<file path="src/rtl/dmem_arbiter.sv">
// Two-port data-memory arbiter: core load/store (port 0) vs DMA/debug (port 1).
// Define DMEM_ARB_FIXED_PRIO_EN for fixed priority with a MAX_BURST starvation bound; otherwise round-robin.
module dmem_arbiter #(
  parameter int MAX_BURST  = 4,
  parameter int ADDR_WIDTH = 32,
  parameter int DATA_WIDTH = 32
) (
  input  logic                  clk,
  input  logic                  rst_n,
  input  logic                  req0,
  input  logic                  we0,
  input  logic [1:0]            size0,
  input  logic [ADDR_WIDTH-1:0] addr0,
  input  logic [DATA_WIDTH-1:0] wdata0,
  output logic                  gnt0,
  output logic                  rvalid0,
  output logic [DATA_WIDTH-1:0] rdata0,
  output logic                  err0,
  input  logic                  req1,
  input  logic                  we1,
  input  logic [1:0]            size1,
  input  logic [ADDR_WIDTH-1:0] addr1,
  input  logic [DATA_WIDTH-1:0] wdata1,
  output logic                  gnt1,
  output logic                  rvalid1,
  output logic [DATA_WIDTH-1:0] rdata1,
  output logic                  err1,
  output logic                  mem_we,
  output logic [1:0]            mem_size,
  output logic [ADDR_WIDTH-1:0] mem_addr,
  output logic [DATA_WIDTH-1:0] mem_wdata,
  input  logic [DATA_WIDTH-1:0] mem_rdata
);

  localparam logic [3:0] MaxBurst = 4'(MAX_BURST);

  logic                  last_winner_q, last_winner_d;
  logic [3:0]            burst_cnt_q, burst_cnt_d;
  logic                  rvalid0_q, rvalid0_d, rvalid1_q, rvalid1_d;
  logic                  err0_q, err0_d, err1_q, err1_d;
  logic [DATA_WIDTH-1:0] rdata0_q, rdata0_d, rdata1_q, rdata1_d;

  logic                  pick0, win0, win1, misaligned, sel_we;
  logic [1:0]            sel_size;
  logic [ADDR_WIDTH-1:0] sel_addr;
  logic [DATA_WIDTH-1:0] sel_wdata;

  // pick0 decides contention only; a lone requester always wins.
  always_comb begin
`ifdef DMEM_ARB_FIXED_PRIO_EN
    pick0 = (burst_cnt_q != MaxBurst);
`else
    pick0 = last_winner_q;
`endif
    win0 = req0 & (~req1 | pick0);
    win1 = req1 & (~req0 | ~pick0);
  end

  // NOTE: every output of a combinational block gets a default first so no path infers a latch.
  always_comb begin
    sel_we    = 1'b0;
    sel_size  = 2'b10;
    sel_addr  = '0;
    sel_wdata = '0;
    if (win0) begin
      sel_we    = we0;
      sel_size  = size0;
      sel_addr  = addr0;
      sel_wdata = wdata0;
    end else if (win1) begin
      sel_we    = we1;
      sel_size  = size1;
      sel_addr  = addr1;
      sel_wdata = wdata1;
    end
  end

  always_comb begin
    unique case (sel_size)
      2'b00:   misaligned = 1'b0;
      2'b01:   misaligned = sel_addr[0];
      2'b10:   misaligned = |sel_addr[1:0];
      default: misaligned = 1'b1;
    endcase
  end

  // Reset gates only the outward-facing strobes; the flops are held by the async reset anyway.
  assign gnt0      = rst_n & win0;
  assign gnt1      = rst_n & win1;
  assign mem_we    = rst_n & sel_we & ~misaligned;
  assign mem_size  = sel_size;
  assign mem_addr  = sel_addr;
  assign mem_wdata = sel_wdata;

  always_comb begin
    rvalid0_d = win0;
    rvalid1_d = win1;
    err0_d    = win0 & misaligned;
    err1_d    = win1 & misaligned;
    rdata0_d  = rdata0_q;
    rdata1_d  = rdata1_q;
    if (win0 && misaligned)   rdata0_d = '0;
    else if (win0 && !sel_we) rdata0_d = mem_rdata;
    if (win1 && misaligned)   rdata1_d = '0;
    else if (win1 && !sel_we) rdata1_d = mem_rdata;

    last_winner_d = last_winner_q;
    if (win0)      last_winner_d = 1'b0;
    else if (win1) last_winner_d = 1'b1;

    // Counts port-0 wins over a waiting port 1; anything else breaks the streak.
    if (win0 && req1)
      burst_cnt_d = (burst_cnt_q == MaxBurst) ? burst_cnt_q : burst_cnt_q + 4'd1;
    else
      burst_cnt_d = '0;
  end

  // NOTE: sequential state uses non-blocking assignments so all flops update together at the edge.
  always_ff @(posedge clk or negedge rst_n) begin
    if (!rst_n) begin
      last_winner_q <= 1'b1;
      burst_cnt_q   <= '0;
      rvalid0_q     <= 1'b0;
      rvalid1_q     <= 1'b0;
      err0_q        <= 1'b0;
      err1_q        <= 1'b0;
      // NOTE: only these few result registers are reset; the memory array itself lives outside.
      rdata0_q      <= '0;
      rdata1_q      <= '0;
    end else begin
      last_winner_q <= last_winner_d;
      burst_cnt_q   <= burst_cnt_d;
      rvalid0_q     <= rvalid0_d;
      rvalid1_q     <= rvalid1_d;
      err0_q        <= err0_d;
      err1_q        <= err1_d;
      rdata0_q      <= rdata0_d;
      rdata1_q      <= rdata1_d;
    end
  end

  assign rvalid0 = rvalid0_q;
  assign rvalid1 = rvalid1_q;
  assign err0    = err0_q;
  assign err1    = err1_q;
  assign rdata0  = rdata0_q;
  assign rdata1  = rdata1_q;

endmodule
</file>
<file path="config.mk">
export PLATFORM = sky130hd
export DESIGN_NAME = dmem_arbiter
export DESIGN_NICKNAME = d
export VERILOG_FILES = /design/src/rtl/dmem_arbiter.sv
export SDC_FILE = /design/constraint.sdc
export NUM_CORES = 1
export LEC_CHECK = 0
export CAP_MARGIN = 15
export CORE_AREA = 2 2 119 121
export CTS_CLUSTER_DIAMETER = 60
export DETAILED_ROUTE_END_ITERATION = 10
export DIE_AREA = 0 0 121 123
export GPL_TIMING_DRIVEN = 0
export HOLD_SLACK_MARGIN = 0.03
export PLACE_DENSITY = 0.69
export SETUP_SLACK_MARGIN = 0.4
export SLEW_MARGIN = 20
export SYNTH_ARGS = -nofsm -noshare
export SYNTH_HDL_FRONTEND = slang
export SYNTH_SLANG_ARGS = --single-unit
</file>
<file path="constraint.sdc">
create_clock -name clk -period 2.6 [get_ports clk]
set_input_delay 0.26 -clock clk [delete_from_list [all_inputs] [get_ports clk]]
set_output_delay 0.26 -clock clk [all_outputs]
set_load 0.02 [all_outputs]
</file>
After elaboration in Yosys (flattened, before gate mapping)
Index checks and enable logic that the tools add are counted.
W data, S select, Z words.
- bits in registers: 69
- input port bits: 170
- output and inout bits: 137
- logic and storage cells: 48
- equality and inequality tests: 2
- mux-type cells: 15
- bitwise operators: 14
- reductions and logical operators: 10
- operator list (cell ; number):
    $mux W32 ; 8
    $and A1 B1 Y1 ; 8
    $reduce_bool A2 Y1 ; 3
    $logic_and A1 B1 Y1 ; 4
    $mux W1 ; 4
    $mux W2 ; 2
    $not A1 Y1 ; 4
    $pmux W1 S3 ; 1
    $eq A2 B1 Y1 const B ; 1
    $eq A2 B2 Y1 const B ; 1
    $logic_not A2 Y1 ; 1
    $or A1 B1 Y1 ; 2
    $reduce_or A2 Y1 ; 1
    $logic_not A1 Y1 ; 1

Depth between registers and ports, before layout
Gate-level depths: netlist of the first run.
- depth in word-level cells: 9
- depth in mapped cells: 8
- gate-level depth less buffers: 7

Worst setup path before layout of the first run
Ideal clock, no wire load.
- path kind: reg2out
- start point: register last_winner_q
- end point: output mem_we
- arrival time: 2.224 ns
- required time: 2.340 ns
- path slack: 0.116 ns
- cell stages (with the launch flop): 9
- buffers on the path: 1
- path through: dfstp_2 nand2_1 nand2_2 inv_2 a32o_1 a21oi_2 clkbuf_1 nor2_1 nor3b_1
- longest elaborated chain between the ends: 9
- elaborated cells between the ends (all ways): 19
- classes of those cells: eq/ne (2); mux (7); bitwise (8); reduce/logical (2)
- ends and longest elaborated chain (element ; RTL line ; text):
    from (decl) ; 37 ; logic last_winner_q, last_winner_d;
    from (signal assigned) ; 131 ; last_winner_q <= last_winner_d;
    $not A1 Y1 ; 56 ; win1 = req1 & (~req0 | ~pick0);
    $or A1 B1 Y1 ; 56 ;
    $and A1 B1 Y1 ; 56 ;
    $mux W2 ; 70 ; end else if (win1) begin
    $mux W2 * ; 65 ; if (win0) begin
    named net mem_size[0] ; 29 ; output logic [1:0] mem_size,
    $eq A2 B2 Y1, or another cell as far along ; 79 ; unique case (sel_size)
    $pmux W1 S3 * ; 79 ;
    $not A1 Y1 * ; 90 ; assign mem_we = rst_n & sel_we & ~misaligned;
    $and A1 B1 Y1 * ; 90 ;
    to (decl) ; 28 ; output logic mem_we,
Mark *: on every way through the listed nets, which the timed path passes. The rest lies on a longest branch.

Worst setup path in the final report of the first run
- start point: register last_winner_q
- end point: output mem_we
- longest elaborated chain between the ends: 9
- elaborated cells between the ends (all ways): 19
- classes of those cells: eq/ne (2); mux (7); bitwise (8); reduce/logical (2)
- ends and longest elaborated chain (element ; RTL line):
    $not A1 Y1 ; 56
    $or A1 B1 Y1 ; 56
    $and A1 B1 Y1 ; 56
    $mux W2 / $mux W32 (equally long branches) ; 70
    $mux W2 / $mux W32 (equally long branches) ; 65
    $eq A2 B2 Y1, or another cell as far along ; 79
    $pmux W1 S3 ; 79
    $not A1 Y1 ; 90
    $and A1 B1 Y1 * ; 90
Every way passes the cells marked *; elsewhere a longest branch is shown, timed or not.

==> flow_summary.toml, run 1 <==
[run_status]
status = "finished, final reports clean"

[synthesis]
async_flop_share_pct = 100
ys.warnings.count = 0
postSynthAreaPerCell_sq_um = 10.6
synth_area_leaders = "dfrtp_1 (46%), mux2i_1 (17%), a22o_1 (15%), inv_1 (6.8%), o21ai_0 (3.5%)"
yosysSeqAreaShare_pct = 46.9
ys_types = 32
syn_inst = 346
synth-seq-cells = 69
ys.flop_type = "dfrtp_1"
yosysTopAreaCell = "dfrtp_1"
synth_area_sq_um = 3680
synthTopCellsByCount = "dfrtp_1 (68), inv_1 (67), mux2i_1 (64)"
synth.most_common_cell = "dfrtp_1"
synth_top_cell_area_share_pct = 46.2
syn_nets = 516
synth_edf_count = 0

[global_route]
grt_pass1_vias = 4313
grt_most_used_layer = "met2"
grt_max_degree = 37
track_usage_pct = 20.0
grt_use_met3_pct = 5.95
met2_usage_pct = 35.8
gr-usage-met1_pct = 22.6
grt_pass1_wl_um = 22800
overflow = 0
antenna_found_initial = 0

[timing]
timing.final.crit_share_pct = 92.6
slew_headroom_pct = 66.1
post-route-min-period_ns = 2.41
rsz0062_at_grt = "yes"
slew_viol_final = 0
fin_hold_ws_ns = 0.515
report.final.hold_viol_count = 0
timing.fmax_ghz = 0.416
skew_ns = 0.00607
setup_viol = 0
worst_pin_slew_ns = 0.509
fin_setup_tns_ns = 0

[worst_setup_path]
cpMaxStageDelayCell = "dfstp_2"
cp.arrival_ns = 2.15
critPathMaxStageDelay_ns = 0.55
cp_top_family = "simple AND/OR/NAND/NOR gates"
required_ns = 2.34
start_kind = "flip-flop"
crit_top_cell = "nand2_2"
endpoint_kind = "output port"
path_max_fanout = 6
cp_cell_sequence = "nand2_2, nand2_2, inv_4, a32o_2, nor3_4, buf_6, nor2_4, nor3b_2, buf_4"
path_buf_inv = 3
criticalPathCategory = "flip-flop to output port"

[detailed_routing]
vias_per_cell = 4.61
firstDrtPassIters = 4
totalWireLength_um = 15800
drc_errors = 0
vias = 4046
wl_per_cell_um = 18.0
drtIter0Drc = 128
final_antenna_net_count = 0

[die]
coreArea_sq_um = 13600
die_h_um = 123
die_w_um = 121
start_util_pct = 27.0
dieArea_sq_um = 14900
rows = 43
io_pins = 307

[place]
portBuffers = 306
dpl.hpwl_um = 12300
dpl_cell_area_sq_um = 7000
routabilityCongestion = 0.836

[pwr]
p_leak_nw = 3.40
ir_drop_uv = 292
power_mw = 5.09
p_per_area_nw_per_um2 = 660

[clocking]
htree_levels = 3
path_clk_slew_ns = 0.06
cts.sinks = 69
cts_tree = "yes"
clkLatencyLatePin_ns = 0.33
clock-root-buffer = "clkbuf_16"
clock_path_buffers = 2
cts_buffers = 9

[flow_run]
maxCapViolCount = 0

[layout]
nNetsFinal = 863
drive_gt1_share_pct = 22.1
stdcell_area_sq_um = 7720
diodes = 0
fillers = 1186
area_growth_pct = 110

[hold_path]
hold_path_class = "flip-flop to flip-flop"
[cell families after synthesis]
logic type	share of synthesized area (%)
mux	17.4
simple gates	2.72
flops	46.9
compound gates	22.0
buf+inv	10.9
[final cells by class]
type,count,area [sq um],area share (%)
timing repair buffer,336,3360,43.6
clock buffer,12,246,3.19
buffer,26,239,3.10
sequential,69,1730,22.4
tap,180,225,2.92
clock inverter,4,47.5,0.616
inverter,68,258,3.34
multi-input combinational,183,1610,20.9
[routing by layer]
metal | share of wire [%] | wire (um)
met5 | 0 | 0
met4 | 2.6 | 403
met3 | 7.3 | 1150
met2 | 52 | 8220
met1 | 38 | 6000
[worst min-delay path: stages (launching register included)]
cell	delay, ns
dfrtp_1	0.37
inv_1	0.05
mux2i_1	0.05
[final timing paths]
check	start	to	slack, ns	cells after the start
hold reg to reg	rdata0[7]	rdata0[7]	0.51	2
max in group asynchronous	rst_n	last_winner_q	1.83	3
hold / removal	rdata0[7]	rdata0[7]	0.51	2
setup reg to reg	last_winner_q	rdata1[2]	0.36	10
min in group asynchronous	rst_n	rdata0[10]	0.52	3
setup / recovery	last_winner_q	mem_we	0.19	9
[per-stage QoR]
| stage | cells | util (%) | worst slack, ns |
|---|---|---|---|
| after floorplan | 346 | - | 0.423 |
| after global placement | 832 | 51.3 | -1.85 |
| after detailed placement | 833 | 51.4 | -0.776 |
| after CTS | 867 | 55.8 | 0.165 |
| after global routing | 878 | 56.7 | 0.0873 |
| final | 878 | 56.7 | 0.194 |
[repair_timing]
action / in CTS / in global routing
resized for setup: 234 / 29
hold buffers: 2 / 0
setup endpoints to repair: 133 / 129
pin swaps: 5 / 6
hold endpoints to repair: 35 / 0
setup buffers: 16 / 10
gates cloned: 0 / 1
[power by group]
group	internal, mW	total [mW]	leakage [nW]	switching (mW)
sequential	1.35	1.50	0.881	0.154
combinational	1.22	2.39	2.37	1.17
clock	0.765	1.20	0.143	0.438
total	3.33	5.09	3.40	1.76
[registers in the layout, summed over array words and instances (netlist names)]
register       flops
err0               1
rdata1            32
err1               1
rvalid1            1
rdata0            32
rvalid0            1
last_winner_q      1
[layout by cell type, fill, tap and decap left out, types with 2 or more instances in the layout]
master,instances
o21ai_1,10
mux2i_1,64
clkbuf_4,4
clkbuf_2,8
clkbuf_8,4
o21ai_0,23
buf_8,2
clkbuf_16,10
clkinv_2,2
buf_2,7
a32o_2,3
and2_1,3
nand2_2,2
buf_6,4
dfrtp_1,68
nor3_4,2
buf_12,4
buf_4,32
clkbuf_1,2
clkdlybuf4s50_1,235
a22o_1,62
inv_1,67
a21oi_4,2
clkdlybuf4s18_2,2
dlygate4sd2_1,4
clkdlybuf4s15_2,55
(Power assumes the default switching activity.)
==> run 2, diff against run 1 <==
--- a/config.mk
+++ b/config.mk
@@ -14,7 +14,6 @@
 export HOLD_SLACK_MARGIN = 0.03
 export PLACE_DENSITY = 0.69
 export SETUP_SLACK_MARGIN = 0.4
-export SLEW_MARGIN = 20
 export SYNTH_ARGS = -nofsm -noshare
 export SYNTH_HDL_FRONTEND = slang
 export SYNTH_SLANG_ARGS = --single-unit
==> run 2 against run 1 <==
The run now ends with hold timing left. Clock skew down 0.00096 ns. Flip-flop and latch count is the same. Non-clock buffer count grew 14. Fmax down 1.8%. Global-route usage is 0.11 points higher. Sequential share of layout area fell by 0.62 points. Count of clock-buffer cells in the layout is the same. Design area is 2.9% higher. Die area is the same.
==> flow_summary.toml, run 2 (synthesis results as in run 1) <==
[run_status]
status = "finished with violations"
failed_checks = "hold timing"

[place]
dpl.hpwl_um = 12200
dpl_cell_area_sq_um = 6980
portBuffers = 306
routabilityCongestion = 0.836
dpl.cell_count = 832

[die]
io_pins = 307
die_w_um = 121
die_h_um = 123
start_util_pct = 27.0
dieArea_sq_um = 14900
coreArea_sq_um = 13600
rows = 43

[worst_setup_path]
critPathMaxStageDelay_ns = 0.56
endpoint_kind = "output port"
start_kind = "flip-flop"
cp_top_family = "flip-flops"
r2r_end = "last_winner_q"
cp_num_cells = 9
regToRegStartpoint = "last_winner_q"
cpMaxStageDelayCell = "dfstp_2"
cp.arrival_ns = 2.19
cp-endpoint = "mem_we"
crit_top_cell = "nand2_4"
criticalPathCategory = "flip-flop to output port"
critPathLaunch = "last_winner_q"
r2r_cells = 18
path_buf_inv = 3
required_ns = 2.34
cp_cell_sequence = "nand2_4, nand2_4, inv_4, a32o_2, a21oi_4, clkbuf_8, nor2_1, nor3b_2, buf_4"
path_max_fanout = 10
r2r_slack_ns = 0.15

[timing]
setup_viol = 0
timing.fmax_ghz = 0.408
skew_ns = 0.00511
worst_pin_slew_ns = 0.656
rsz0062_at_grt = "yes"
fin_hold_ws_ns = -0.0517
fin_setup_tns_ns = 0
post-route-min-period_ns = 2.45
report.final.hold_viol_count = 68
slew_viol_final = 0
slew_headroom_pct = 56.3
timing.final.crit_share_pct = 94.3

[clocking]
htree_levels = 3
clock-root-buffer = "clkbuf_16"
path_clk_slew_ns = 0.06
clkLatencyLatePin_ns = 0.33
cts_tree = "yes"
clock_path_buffers = 2
cts_buffers = 9
cts.sinks = 69

[detailed_routing]
firstDrtPassIters = 4
wl_per_cell_um = 18.2
drc_errors = 0
totalWireLength_um = 16200
vias = 4088
vias_per_cell = 4.58
drtIter0Drc = 205
final_antenna_net_count = 0

[global_route]
grt_max_degree = 73
overflow = 0
grt_pass1_wl_um = 22800
grt_pass1_vias = 4305
antenna_found_initial = 1
track_usage_pct = 20.2

[pwr]
p_leak_nw = 3.51
p_per_area_nw_per_um2 = 653
ir_drop_uv = 347

[layout]
area_growth_pct = 116
final_cell_mix = "clkdlybuf4s50_1 (234), dfrtp_1 (68), inv_1 (67)"
utilization_pct = 58.4
nNetsFinal = 877
layout_commonest_cell = "clkdlybuf4s50_1"
stdcell_area_sq_um = 7940
drive_gt1_share_pct = 23.5
fillers = 1152
final_cell_count_no_fill = 893

[hold_path]
hold_path_class = "input pin to asynchronous set/reset pin"

[flow_run]
maxCapViolCount = 0
[run 2: cell count changes in the layout (fill, tap and decap cells not counted), sizes merged]
cell and delta:
dlygate4sd3 -1, dlygate4sd2 +2, clkdlybuf4s15 +1, clkdlybuf4s50 -1, clkbuf +3, diode +1, buf +10
[run 2: per-stage QoR]
stage | setup WS [ns] | power, mW
after global placement | -1.85 | 3.78
after global routing | 0.0568 | 5.44
after floorplan | 0.423 | 2.57
after detailed placement | -0.783 | 3.82
final | 0.149 | 5.19
after CTS | 0.157 | 5.14
[run 2: worst min path at each step]
| stage | startpoint | endpoint | slack, ns | cells after the start |
|---|---|---|---|---|
| floorplan | rst_n | err0 | -0.04 | 0 |
| global placement | rdata1[17] | rdata1[17] | 0.51 | 2 |
| detailed placement | rst_n | rdata1[7] | 0.45 | 1 |
| CTS | rst_n | rdata1[7] | -0.03 | 1 |
| global route | rst_n | rdata1[7] | -0.004 | 1 |
| finish | rst_n | rdata0[10] | -0.05 | 1 |
[run 2: routing by layer]
layer,track usage [%],vias up,wire [um]
met1,22.7,1931,6240
met5,0,-,0
li1,-,1936,-
met3,6.04,29,1170
met4,8.21,0,418
met2,35.6,192,8380
[run 2: layout make-up]
type,count,area (sq um),share of cell area (%)
clock inverter,4,47.5,0.599
timing repair buffer,350,3580,45.1
tap,180,225,2.84
sequential,69,1730,21.8
clock buffer,12,246,3.10
multi-input combinational,183,1600,20.1
inverter,68,258,3.25
antenna,1,2.50,0.0315
buffer,26,255,3.21
[run 2: what timing repair did]
action,4_1_cts,5_1_grt
setup endpoints to repair,134,131
pin swaps,6,2
hold endpoints to repair,68,68
gates resized for setup,244,54
setup buffers,32,9
cloned,1,2
[run 2: where the power goes]
| group | internal (mW) | switching (mW) | total, mW |
|---|---|---|---|
| Sequential | 1.35 | 0.156 | 1.51 |
| Combinational | 1.28 | 1.19 | 2.47 |
| Clock | 0.765 | 0.443 | 1.21 |
